`config.mk`:
```
export PLATFORM = sky130hd
export DESIGN_NAME = mnist_pixel_packer_flat
export DESIGN_NICKNAME = d
export VERILOG_FILES = /design/src/rtl/mnist_pkg.sv /design/src/rtl/mnist_pixel_packer_if.sv /design/src/rtl/mnist_sync_fifo.sv /design/src/rtl/mnist_pixel_packer.sv /design/src/flat_wrapper.sv
export SDC_FILE = /design/constraint.sdc
export NUM_CORES = 1
export LEC_CHECK = 0
export BUFFER_PORTS_ARGS = -buffer_cell sky130_fd_sc_hd__buf_2
export CAP_MARGIN = 20
export CORE_MARGIN = 2
export CORE_UTILIZATION = 49
export CTS_CLUSTER_DIAMETER = 120
export DETAILED_ROUTE_END_ITERATION = 8
export MAX_ROUTING_LAYER = met4
export PLACE_DENSITY = 0.67
export SLEW_MARGIN = 20
export SYNTH_ARGS = -nofsm -noshare
export SYNTH_HDL_FRONTEND = slang
export SYNTH_SLANG_ARGS = --single-unit
```
`constraint.sdc`:
```
create_clock -name clk -period 3.9 [get_ports clk]
set_input_delay 0 -clock clk [delete_from_list [all_inputs] [get_ports clk]]
set_output_delay 0 -clock clk [all_outputs]
set_load 0.05 [all_outputs]
```
`src/rtl/mnist_pkg.sv`:
```
`default_nettype none
// ============================================================================
// Module   : mnist_pkg
// Purpose  : Shared constants and types for the MNIST pixel input stage:
//            image geometry, binarization threshold, FIFO depth default,
//            packer state encoding and the FIFO word layout.
// Ports    : none (package)
// Revision : 1.0 - initial release
// ============================================================================
package mnist_pkg;

  localparam int IMG_W      = 28;
  localparam int IMG_H      = 28;
  localparam int PIX        = IMG_W * IMG_H;
  localparam int WORDS      = PIX / 8;
  localparam int THRESH     = 128;
  localparam int FIFO_DEPTH = 4;

  typedef enum logic [0:0] {
    IDLE = 1'b0,
    RUN  = 1'b1
  } pk_state_e;

  // One FIFO entry: frame markers travel alongside the packed byte.
  typedef struct packed {
    logic       sof;
    logic       eof;
    logic [7:0] data;
  } word_t;

endpackage
`default_nettype wire

```
`src/rtl/mnist_pixel_packer_if.sv`:
```
`default_nettype none
// ============================================================================
// Module   : mnist_pixel_packer_if
// Purpose  : Bundles the pixel-in and packed-word-out valid/ready streams.
// Ports    : s_valid/s_ready/s_data/s_sof  - byte-serial pixel stream
//            m_valid/m_ready/m_data/m_sof/m_eof - packed word stream
//            modport master : environment (drives pixels, consumes words)
//            modport slave  : the packer
// Revision : 1.0 - initial release
// ============================================================================
interface mnist_pixel_packer_if;
  logic       s_valid;
  logic       s_ready;
  logic [7:0] s_data;
  logic       s_sof;
  logic       m_valid;
  logic       m_ready;
  logic [7:0] m_data;
  logic       m_sof;
  logic       m_eof;

  modport master (
    output s_valid, s_data, s_sof, m_ready,
    input  s_ready, m_valid, m_data, m_sof, m_eof
  );

  modport slave (
    input  s_valid, s_data, s_sof, m_ready,
    output s_ready, m_valid, m_data, m_sof, m_eof
  );
endinterface
`default_nettype wire

```
`src/rtl/mnist_sync_fifo.sv`:
```
`default_nettype none
// ============================================================================
// Module   : mnist_sync_fifo
// Purpose  : Small synchronous FIFO with occupancy counter. Output is the
//            head entry (zero when empty), stable until popped.
// Ports    : clk, rst (sync, active-high), push_i/din_i, pop_i,
//            full_o, empty_o, dout_o
// Revision : 1.0 - initial release
// ============================================================================
module mnist_sync_fifo #(
  parameter int WIDTH = 10,
  parameter int DEPTH = 4
) (
  input  logic             clk,
  input  logic             rst,
  input  logic             push_i,
  input  logic [WIDTH-1:0] din_i,
  input  logic             pop_i,
  output logic             full_o,
  output logic             empty_o,
  output logic [WIDTH-1:0] dout_o
);
  localparam int AW = $clog2(DEPTH);
  localparam int CW = AW + 1;

  logic [WIDTH-1:0] mem_q [DEPTH];
  logic [AW-1:0]    wr_ptr_q;
  logic [AW-1:0]    rd_ptr_q;
  logic [CW-1:0]    count_q;
  logic             do_push;
  logic             do_pop;

  assign full_o  = (count_q == CW'(DEPTH));
  assign empty_o = (count_q == '0);
  assign do_push = push_i && !full_o;
  assign do_pop  = pop_i && !empty_o;

  // Pointers wrap naturally because DEPTH is a power of two.
  always_ff @(posedge clk) begin
    if (rst) begin
      wr_ptr_q <= '0;
      rd_ptr_q <= '0;
      count_q  <= '0;
    end else begin
      if (do_push) wr_ptr_q <= wr_ptr_q + AW'(1);
      if (do_pop)  rd_ptr_q <= rd_ptr_q + AW'(1);
      if (do_push && !do_pop)      count_q <= count_q + CW'(1);
      else if (!do_push && do_pop) count_q <= count_q - CW'(1);
    end
  end

  always_ff @(posedge clk) begin
    if (do_push) mem_q[wr_ptr_q] <= din_i;
  end

  // Gate stale storage so an empty FIFO presents all-zero output.
  assign dout_o = empty_o ? '0 : mem_q[rd_ptr_q];
endmodule
`default_nettype wire

```
`src/rtl/mnist_pixel_packer.sv`:
```
`default_nettype none
// ============================================================================
// Module   : mnist_pixel_packer
// Purpose  : Binarizes a byte-serial grayscale frame, packs 8 pixels per
//            word (LSB = earliest pixel) and queues words with sof/eof.
// Ports    : clk, rst (sync, active-high)
//            bus   : mnist_pixel_packer_if.slave (pixel in / word out)
//            err_o : sticky frame-abort flag, cleared only by rst
// Revision : 1.0 - initial release
// ============================================================================
module mnist_pixel_packer #(
  parameter int IMG_W      = mnist_pkg::IMG_W,
  parameter int IMG_H      = mnist_pkg::IMG_H,
  parameter int THRESH     = mnist_pkg::THRESH,
  parameter int FIFO_DEPTH = mnist_pkg::FIFO_DEPTH
) (
  input  logic                 clk,
  input  logic                 rst,
  mnist_pixel_packer_if.slave  bus,
  output logic                 err_o
);
  import mnist_pkg::*;

  localparam int N_PIX = IMG_W * IMG_H;
  localparam int PCW   = $clog2(N_PIX);

  pk_state_e        state_q, state_d;
  logic [PCW-1:0]   pix_cnt_q, pix_cnt_d;
  logic [2:0]       bit_cnt_q, bit_cnt_d;
  logic [7:0]       shift_q, shift_d;
  logic             err_q, err_d;

  logic             fifo_full;
  logic             fifo_empty;
  logic             push;
  word_t            push_word;
  word_t            head_word;
  logic             accept;
  logic             pix_bit;
  logic             last_pix;
  logic             sof_take;
  logic [7:0]       word;

  // Stall only when the pixel about to arrive would need a FIFO slot.
  assign bus.s_ready = !rst && !(fifo_full && bit_cnt_q == 3'd7);
  assign accept      = bus.s_valid && bus.s_ready;
  assign pix_bit     = (bus.s_data >= 8'(THRESH));
  assign last_pix    = (pix_cnt_q == PCW'(N_PIX - 1));
  assign word        = shift_q | (8'(pix_bit) << bit_cnt_q);
  // A marked pixel starts a frame from IDLE, or aborts a frame in progress.
  assign sof_take    = accept && bus.s_sof && (state_q == IDLE || pix_cnt_q != '0);

  // State and datapath registers.
  always_ff @(posedge clk) begin
    if (rst) begin
      state_q   <= IDLE;
      pix_cnt_q <= '0;
      bit_cnt_q <= '0;
      shift_q   <= '0;
      err_q     <= 1'b0;
    end else begin
      state_q   <= state_d;
      pix_cnt_q <= pix_cnt_d;
      bit_cnt_q <= bit_cnt_d;
      shift_q   <= shift_d;
      err_q     <= err_d;
    end
  end

  // Next-state logic.
  always_comb begin
    state_d = state_q;
    unique case (state_q)
      IDLE:    if (sof_take) state_d = RUN;
      RUN:     if (accept && !sof_take && last_pix) state_d = IDLE;
      default: state_d = IDLE;
    endcase
  end

  // Datapath / FIFO push logic.
  always_comb begin
    pix_cnt_d = pix_cnt_q;
    bit_cnt_d = bit_cnt_q;
    shift_d   = shift_q;
    err_d     = err_q;
    push      = 1'b0;
    push_word = '0;
    if (sof_take) begin
      // Partial word of an aborted frame is dropped; this pixel is pixel 0.
      err_d     = err_q | (state_q == RUN);
      shift_d   = {7'd0, pix_bit};
      bit_cnt_d = 3'd1;
      pix_cnt_d = PCW'(1);
    end else if (accept && state_q == RUN) begin
      shift_d   = word;
      bit_cnt_d = bit_cnt_q + 3'd1;
      pix_cnt_d = last_pix ? '0 : pix_cnt_q + PCW'(1);
      if (bit_cnt_q == 3'd7) begin
        push      = 1'b1;
        shift_d   = '0;
        push_word = '{sof: (pix_cnt_q == PCW'(7)), eof: last_pix, data: word};
      end
    end
  end

  mnist_sync_fifo #(
    .WIDTH (10),
    .DEPTH (FIFO_DEPTH)
  ) u_fifo (
    .clk     (clk),
    .rst     (rst),
    .push_i  (push),
    .din_i   (push_word),
    .pop_i   (bus.m_valid && bus.m_ready),
    .full_o  (fifo_full),
    .empty_o (fifo_empty),
    .dout_o  (head_word)
  );

  assign bus.m_valid = !fifo_empty;
  assign bus.m_data  = head_word.data;
  assign bus.m_sof   = head_word.sof;
  assign bus.m_eof   = head_word.eof;
  assign err_o       = err_q;
endmodule
`default_nettype wire

```
`src/flat_wrapper.sv`:
```
// flat-port wrapper written by rule: the top's interface ports become plain ports
module mnist_pixel_packer_flat import mnist_pkg::*;
#(
  parameter int IMG_W      = mnist_pkg::IMG_W,
  parameter int IMG_H      = mnist_pkg::IMG_H,
  parameter int THRESH     = mnist_pkg::THRESH,
  parameter int FIFO_DEPTH = mnist_pkg::FIFO_DEPTH
)
  (clk, rst, err_o, bus_s_valid, bus_s_data, bus_s_sof, bus_m_ready, bus_s_ready, bus_m_valid, bus_m_data, bus_m_sof, bus_m_eof);
  mnist_pixel_packer_if bus_i ();
  input  logic clk;
  input  logic rst;
  output logic err_o;
  input wire logic [$bits(bus_i.s_valid)-1:0] bus_s_valid;
  input wire logic [$bits(bus_i.s_data)-1:0] bus_s_data;
  input wire logic [$bits(bus_i.s_sof)-1:0] bus_s_sof;
  input wire logic [$bits(bus_i.m_ready)-1:0] bus_m_ready;
  output wire logic [$bits(bus_i.s_ready)-1:0] bus_s_ready;
  output wire logic [$bits(bus_i.m_valid)-1:0] bus_m_valid;
  output wire logic [$bits(bus_i.m_data)-1:0] bus_m_data;
  output wire logic [$bits(bus_i.m_sof)-1:0] bus_m_sof;
  output wire logic [$bits(bus_i.m_eof)-1:0] bus_m_eof;
  assign bus_i.s_valid = bus_s_valid;
  assign bus_i.s_data = bus_s_data;
  assign bus_i.s_sof = bus_s_sof;
  assign bus_i.m_ready = bus_m_ready;
  assign bus_s_ready = bus_i.s_ready;
  assign bus_m_valid = bus_i.m_valid;
  assign bus_m_data = bus_i.m_data;
  assign bus_m_sof = bus_i.m_sof;
  assign bus_m_eof = bus_i.m_eof;
  mnist_pixel_packer #(.IMG_W(IMG_W), .IMG_H(IMG_H), .THRESH(THRESH), .FIFO_DEPTH(FIFO_DEPTH)) u_core (.clk(clk), .rst(rst), .bus(bus_i), .err_o(err_o));
endmodule
```
# Word level (Yosys, flattened, before mapping)
# Memory sizes are Yosys's and may differ from the RTL's. A register that Yosys moved wholly into a read port is not among the register bits.
# Index checks and enable logic that the tools add are counted.
[word_totals]
register_bits = 30
latchBits = 0
mem_bits_rw = 40
romBits = 0
in_bits = 13
output_inout_bits = 13
mem_count = 1
[memory_table]
columns = ["name", "depth", "word_bits", "read_ports", "rd_clocked_by_memory_dff", "wr", "line_no", "source"]
rows = [
  ["u_core.u_fifo.mem_q", 4, 10, 1, 1, 1, "mnist_sync_fifo.sv:26", "logic [WIDTH-1:0] mem_q [DEPTH];"],
]
[classes]
addsub = 6
mul = 0
div_mod_pow = 0
order_cmp = 1
eq_ne = 4
shift = 1
mux = 24
bitwise_logic = 3
reduce_logical = 26
[ops]
columns = ["operator", "n"]
rows = [
  ["$mux W10", 5],
  ["$logic_and A1 B1 Y1", 13],
  ["$mux W1", 13],
  ["$add A10 B1 Y10 const B", 1],
  ["$eq A10 B10 Y1 const B", 1],
  ["$eq A10 B3 Y1 const B", 1],
  ["$reduce_bool A10 Y1", 1],
  ["$ge A8 B8 Y1 const B", 1],
  ["$mux W8", 1],
  ["$or A8 B8 Y8", 1],
  ["$shl A1 B3 Y8", 1],
  ["$logic_not A1 Y1", 7],
  ["$add A3 B1 Y3 const B", 2],
  ["$eq A3 B3 Y1 const B", 2],
  ["$mux W3", 2],
  ["$add A2 B1 Y2 const B", 2],
  ["$mux W2", 2],
  ["$reduce_bool A2 Y1", 2],
  ["$logic_not A3 Y1", 1],
  ["$sub A3 B1 Y3 const B", 1],
  ["$pmux W1 S2", 1],
  ["$reduce_or A2 Y1", 1],
  ["$logic_or A1 B1 Y1", 1],
  ["$not A1 Y1", 1],
  ["$or A1 B1 Y1", 1],
]

# Logic depth before layout (Yosys ltp)
# Gate-level depths: netlist of the first run.
[depth]
ltp_word = 13
depth_mapped = 12
depth_no_buf = 12

# Hierarchy
# Synthesis of the first run repeated with hierarchy kept, for this count alone.
[unflattened]
hier_cells = 267
hier_area_um2 = 3266.9
[modules_own_cells]
columns = ["mod", "n_inst", "cells_each", "area_each_um2", "seq_area_each_um2"]
rows = [
  ["mnist_sync_fifo", 1, 112, 2043.2, 1381.3],
  ["mnist_pixel_packer", 1, 155, 1223.7, 460.4],
]

# Worst setup path before layout of the first run
# OpenSTA, ideal clock, no wires.
[synth_timing]
path_kind = "register to register"
from = "register u_core.pix_cnt_q[4]"
to = "register u_core.u_fifo.count_q[2]"
t_arrival_ns = 2.849
required_time_ns = 3.829
path_slack_ns = 0.980
path_stages_with_launch = 12
period_less_slack_ns = 2.920
path_cell_list = "dfxtp_1 -> buf_6 -> or4_4 -> o41ai_4 -> nand3_2 -> inv_2 -> ha_1 -> inv_1 -> fa_1 -> xor2_1 -> or3_1 -> a21oi_1"
[synth_between]
elab_chain_cells = 8
elab_cells_between_ends = 10
classes_between = "mux (2); reduce/logical (8)"
[synth_rtl]
columns = ["element", "line_no", "source"]
rows = [
  ["start: declaration", "mnist_pixel_packer.sv:28", "logic [PCW-1:0] pix_cnt_q, pix_cnt_d;"],
  ["start signal: assignment", "mnist_pixel_packer.sv:63", "pix_cnt_q <= pix_cnt_d;"],
  ["$reduce_bool A10 Y1 (*)", "mnist_pixel_packer.sv:51", "assign sof_take = accept && bus.s_sof && (state_q == IDLE || pix_cnt_q != '0);"],
  ["$logic_or A1 B1 Y1 (*)", "mnist_pixel_packer.sv:51", ""],
  ["$logic_and A1 B1 Y1 (*)", "mnist_pixel_packer.sv:51", ""],
  ["$mux W1 (*)", "mnist_pixel_packer.sv:88", "if (sof_take) begin"],
  ["$logic_and A1 B1 Y1 (*)", "mnist_sync_fifo.sv:35", "assign do_push = push_i && !full_o;"],
  ["net u_core.u_fifo.do_push", "mnist_sync_fifo.sv:30", "logic do_push;"],
  ["$logic_not A1 Y1", "mnist_sync_fifo.sv:48", "else if (!do_push && do_pop) count_q <= count_q - CW'(1);"],
  ["$logic_and A1 B1 Y1", "mnist_sync_fifo.sv:48", ""],
  ["$reduce_bool A2 Y1 (no line)", "n/a", ""],
  ["end signal: assignment", "mnist_sync_fifo.sv:47", "if (do_push && !do_pop) count_q <= count_q + CW'(1);"],
  ["end signal: assignment", "mnist_sync_fifo.sv:48", ""],
  ["end: declaration", "mnist_sync_fifo.sv:29", "logic [CW-1:0] count_q;"],
]
# The timed path passes the listed nets; every way through them passes the cells marked *.
# A chain may end at the register's enable or synchronous reset.

# Worst setup path in the final report of the first run
# Same ends and word-level chain as after synthesis.

==> results.toml, run 1 <==
[run_status]
outcome = "complete, no violations"

[worst_setup_path]
r2r_setup_slack_ps = 580
path_max_fanout = 12
required_ps = 4180
crit_arrival_ps = 3600
end_kind = "register"
critPathMaxStageDelay_ps = 590
start_kind = "register"
worstSetupPathType = "reg -> reg"
crit_chain = "or4_4 > o41ai_4 > nand3_2 > inv_2 > ha_1 > inv_1 > fa_1 > xor2_1 > or3_1 > a21oi_1"
cp_slowest_cell = "or4_4"

[timing]
layout_setup_ws_ps = 575
hold_viol = 0
timing.slew.headroom_pct = 54.1
rsz0062_at_grt = "no"
fin_crit_ps = 3320
drv_slew = 0
finClkSkew_ps = 10.8
fmax_mhz = 301
tns_ps = 0
worst_pin_slew_ps = 687
setup_viol = 0
fin_crit_sh_pct = 85.2

[placement]
pre_cts_slack_ps = 589
dpl.hpwl_um = 3640
port_buffers = 18
place_congestion = 0.791

[flow_run]
cap_violations = 0

[route]
vias_per_cell = 5.38
drc_errors = 0
vias = 1985
dr.pass1.iters = 4
drt_iter0_drc = 112
drt_wl_total_um = 5250
antenna_left = 0
wl_per_cell_um = 14.2

[global_routing]
grt_start_max_net_pins = 20
gr-total-overflow = 0
grt_pass1_vias = 1850
track_usage_pct = 16.9
antenna_found_initial = 0
grt_pass1_wl_um = 8800

[cts]
cts_max_path_buffers = 2
numCtsBuffers = 9
tritoncts = "yes"
clock_sinks = 72
postCtsResizedCells = 0
post_cts_buffers = 0
clkLatencyLatePin_ps = 350
cts_hold_buffers = 2
h-tree-depth = 3
cts_root_buf = "clkbuf_8"
clk_pin_slew_ps = 70

[floorplanning]
start_util_pct = 50.1
die_height_um = 84.4
core-area_um2 = 6310
die_area_um2 = 7120
row_count = 29
ioPinCount = 26
die_w_um = 84.4

[power_and_ir_drop]
peakVddDrop_uv = 158
p_leak_nw = 1.28
p_per_area_nw_per_um2 = 380

[finish]
layout_common_cells = "edfxtp_1 (40), nor2_1 (37), dfxtp_1 (32), a21oi_1 (21), nand2_1 (19)"
drive_gt1_share_pct = 18.5
area_delta_synth_final_pct = 10.3
nets = 310
final_common_cell = "edfxtp_1"
antennaDiodeCount = 0

[synthesis]
syn_area_per_cell_um2 = 11.9
synthFlopType = "edfxtp_1"
synth_area_um2 = 3160
synthCells = 267
ys_seq_area_share_pct = 58.2
synth_edf_count = 40
syn_nets = 290
ys_seq_elements = 72
ys_warn_count = 0
synth-async-reset-ratio_pct = 0
synth_area_leaders = "edfxtp_1 (38%), dfxtp_1 (20%), mux4_2 (7.1%), nor2_1 (4.4%), ha_1 (3.6%)"
synth_top_area_share_pct = 38.0
yosys.area.top_type = "edfxtp_1"
synth.distinct_cells = 47

[hold_path]
hold_class = "in -> reg"
-- worst max-delay path: cells and delay by family, from the launching register on --
family	cells	cell delay, ps
AOI/OAI and AO/OA	2	650
adders and majority gates	2	580
and+or+nand+nor	3	1230
DFF	1	380
buffers and inverters	2	280
xor gates and xnor gates	1	150
-- path summary, 6_finish.rpt --
kind | cells past startpoint | endpoint | from
max | 10 | u_core.u_fifo.count_q[2] | u_core.pix_cnt_q[4]
min | 2 | u_core.u_fifo.wr_ptr_q[0] | rst
max reg2reg | 10 | u_core.u_fifo.count_q[2] | u_core.pix_cnt_q[4]
min reg2reg | 2 | u_core.shift_q[1] | u_core.shift_q[1]
-- layer usage --
layer	global-route usage (%)	routed length, µm	vias up
met2	26.3	2640	39
met1	20.2	2320	931
met3	5.41	222	6
met4	7.36	72	0
li1	-	-	1009
met5	-	0	-
-- synthesized netlist by cell type, types with 2 or more instances --
cell      number
dfxtp_1       32
inv_1          6
edfxtp_1      40
nor3_1         3
clkbuf_1       7
a31oi_1        7
and3_1         3
nand3_1        4
a311oi_1       2
xor2_1         5
ha_1           9
nor2b_1        4
and2_1        14
buf_1          3
mux4_2        10
xnor2_1        2
or3_1          6
a21oi_1       21
o21ai_0        5
nor4_1         2
nor2_1        37
nand2_1       19
nand4_1        2
-- per-stage QoR --
| stage | hold slack (ps) | area (µm²) | instances | util, % | total power, mW |
|---|---|---|---|---|---|
| 6_report | 20.9 | 3490 | 369 | 55.3 | 1.33 |
| 5_1_grt | 30.7 | 3490 | 369 | 55.3 | 1.38 |
| 4_1_cts | 7.62 | 3490 | 369 | 55.3 | 1.34 |
| 3_5_place_dp | 340 | 3300 | 351 | 52.3 | 0.849 |
| 3_3_place_gp | 336 | 3300 | 351 | 52.3 | 0.849 |
| 2_1_floorplan | 140 | 3160 | 267 | - | 0.839 |
-- power breakdown --
group,leakage (nW),total (mW),switching [mW],internal (mW)
combinational,0.526,0.0350,0.0219,0.0131
sequential,0.667,0.799,0.00413,0.795
clock,0.0898,0.491,0.263,0.228
-- final cells by class --
class	instances	area, µm²
clock buffer	10	128
clock inverter	6	37.5
fill	569	2820
inverter	7	26.3
multi-input combinational	175	1230
sequential	72	1840
tap	77	96.3
timing repair buffer	22	125
-- registers in the layout, summed over array words and instances, names as in the netlist, named ones only --
| signal | flops |
|---|---|
| u_core.bit_cnt_q | 3 |
| u_core.err_o | 1 |
| u_core.pix_cnt_q | 10 |
| u_core.shift_q | 8 |
| u_core.state_q | 1 |
| u_core.u_fifo.count_q | 3 |
| u_core.u_fifo.mem_q | 40 |
| u_core.u_fifo.rd_ptr_q | 2 |
| u_core.u_fifo.wr_ptr_q | 2 |
-- cell families (layout without fill, tap and decap cells) --
logic type / count (synthesis) / after routing / synth area share [%]
adders and majority gates: 10 / 10 / 4.19
and+or+nand+nor: 105 / 105 / 17.0
AOI/OAI and AO/OA: 42 / 42 / 8.42
muxes: 11 / 11 / 7.43
buffers and inverters: 20 / 45 / 2.77
DFF: 72 / 72 / 58.2
xor gates and xnor gates: 7 / 7 / 1.94
Power figures use the tool's default switching activity.
==> run 2: changes to the inputs <==
--- a/config.mk
+++ b/config.mk
@@ -13,6 +13,7 @@
 export DETAILED_ROUTE_END_ITERATION = 8
 export MAX_ROUTING_LAYER = met4
 export PLACE_DENSITY = 0.67
+export REMOVE_ABC_BUFFERS = 1
 export SLEW_MARGIN = 20
 export SYNTH_ARGS = -nofsm -noshare
 export SYNTH_HDL_FRONTEND = slang
==> results.toml, run 2 (same netlist as run 1, synthesis figures left out) <==
[run_status]
outcome = "complete, no violations"

[timing]
finClkSkew_ps = 5.05
fin_crit_sh_pct = 80.1
hold_viol = 0
fin_crit_ps = 3120
layout_setup_ws_ps = 776
setup_viol = 0
tns_ps = 0
timing.slew.headroom_pct = 54.1
rsz0062_at_grt = "no"
worst_pin_slew_ps = 687
fmax_mhz = 320
drv_slew = 0

[finish]
layout_common_cells = "edfxtp_1 (40), nor2_1 (37), dfxtp_1 (32), a21oi_1 (21), nand2_1 (19)"
final_common_cell = "edfxtp_1"
regMostFlops = "u_core.u_fifo.mem_q"
area_delta_synth_final_pct = 14.2
drive_gt1_share_pct = 19.2
top_regs = "u_core.u_fifo.mem_q: 40 flops, u_core.pix_cnt_q: 10 flops, u_core.shift_q: 8 flops"
largest_register_ff_count = 40
antennaDiodeCount = 0
fillers = 542
nets = 310
final_area_um2 = 3610

[placement]
pre_cts_slack_ps = 799
dpl.hpwl_um = 3620
port_buffers = 18
placed_area_um2 = 3310
place_congestion = 0.777

[floorplanning]
die_area_um2 = 7120
start_util_pct = 50.1
core-area_um2 = 6310
die_w_um = 84.4
ioPinCount = 26
row_count = 29
die_height_um = 84.4

[cts]
clock_sinks = 72
cts_root_buf = "clkbuf_8"
h-tree-depth = 3
cts_max_path_buffers = 2
tritoncts = "yes"
postCtsResizedCells = 0
clk_pin_slew_ps = 80
post_cts_buffers = 0
cts_hold_buffers = 1
numCtsBuffers = 9
clkLatencyLatePin_ps = 340

[power_and_ir_drop]
peakVddDrop_uv = 231
p_leak_nw = 1.34
p_per_area_nw_per_um2 = 462

[route]
wl_per_cell_um = 14.6
drt_wl_total_um = 5400
vias_per_cell = 5.32
vias = 1964
antenna_left = 0
drc_errors = 0
drt_iter0_drc = 94
dr.pass1.iters = 4

[global_routing]
gr-total-overflow = 0
antenna_found_initial = 0
track_usage_pct = 17.5
grt_start_max_net_pins = 20
grt_pass1_wl_um = 9190
grt_pass1_vias = 1924

[hold_path]
hold_class = "in -> reg"
whs_path_depth = 3

[worst_setup_path]
path_max_fanout = 13
worstSetupPathType = "reg -> reg"
worst-r2r-cell-count = 13
crit_arrival_ps = 3400
end_kind = "register"
start_kind = "register"
required_ps = 4180

[flow_run]
cap_violations = 0
[run 2: cell count changes in the layout (fill, tap and decap cells not counted)]
cell           previous run  this run
clkbuf_1                  1         0
bufinv_16                 0         5
dlygate4sd3_1             2         1
clkinv_2                  4         0
buf_4                     2         3
[run 2: per-layer routing]
metal / share of wire [%] / wire length [µm] / vias up / track usage, %
met5: 0 / 0 / - / -
met1: 49 / 2640 / 921 / 22.3
li1: - / - / 1007 / -
met2: 47 / 2510 / 26 / 26.6
met4: 1.9 / 101 / 0 / 7.36
met3: 2.7 / 147 / 10 / 4.42
[run 2: worst paths after layout]
| path | to | slack (ps) | start |
|---|---|---|---|
| worst max-delay path | u_core.u_fifo.count_q[2] | 780 | u_core.bit_cnt_q[0] |
| worst min-delay path | u_core.bit_cnt_q[0] | 20 | bus_s_sof |
| worst max register to register | u_core.u_fifo.count_q[2] | 780 | u_core.bit_cnt_q[0] |
| worst min register to register | u_core.shift_q[4] | 470 | u_core.shift_q[4] |
[run 2: final cells by class]
type / instances / area, µm² / area share [%]
Sequential cell: 72 / 1840 / 51.0
Multi-Input combinational cell: 175 / 1230 / 34.2
Clock inverter: 7 / 168 / 4.64
Clock buffer: 9 / 124 / 3.43
Timing Repair Buffer: 22 / 123 / 3.39
Tap cell: 77 / 96.3 / 2.67
Inverter: 7 / 26.3 / 0.727
[run 2: power by group]
| part | switching (mW) | total (mW) | leakage (nW) | internal (mW) |
|---|---|---|---|---|
| Clock | 0.280 | 0.837 | 0.144 | 0.556 |
| Sequential | 0.00436 | 0.799 | 0.667 | 0.794 |
| Combinational | 0.0227 | 0.0351 | 0.526 | 0.0124 |
[run 2: worst max-delay path, cell delays in order (launching register included)]
cell      delay [ps]
dfxtp_1          430
ha_1             260
ha_1             220
and4bb_2         280
nor3_1           170
buf_4            220
nand3_2          100
inv_2            140
ha_1             200
inv_1             60
fa_1             370
xor2_1           160
or3_1            300
a21oi_1          130
[run 2: through the flow]
step	utilization (%)	power [mW]	hold WS, ps	instances
floorplan	-	0.836	69.1	254
global placement	52.5	0.850	332	352
detailed placement	52.5	0.851	335	352
CTS	57.2	1.68	5.81	369
global route	57.2	1.72	2.04	369
finish	57.2	1.67	23.3	369
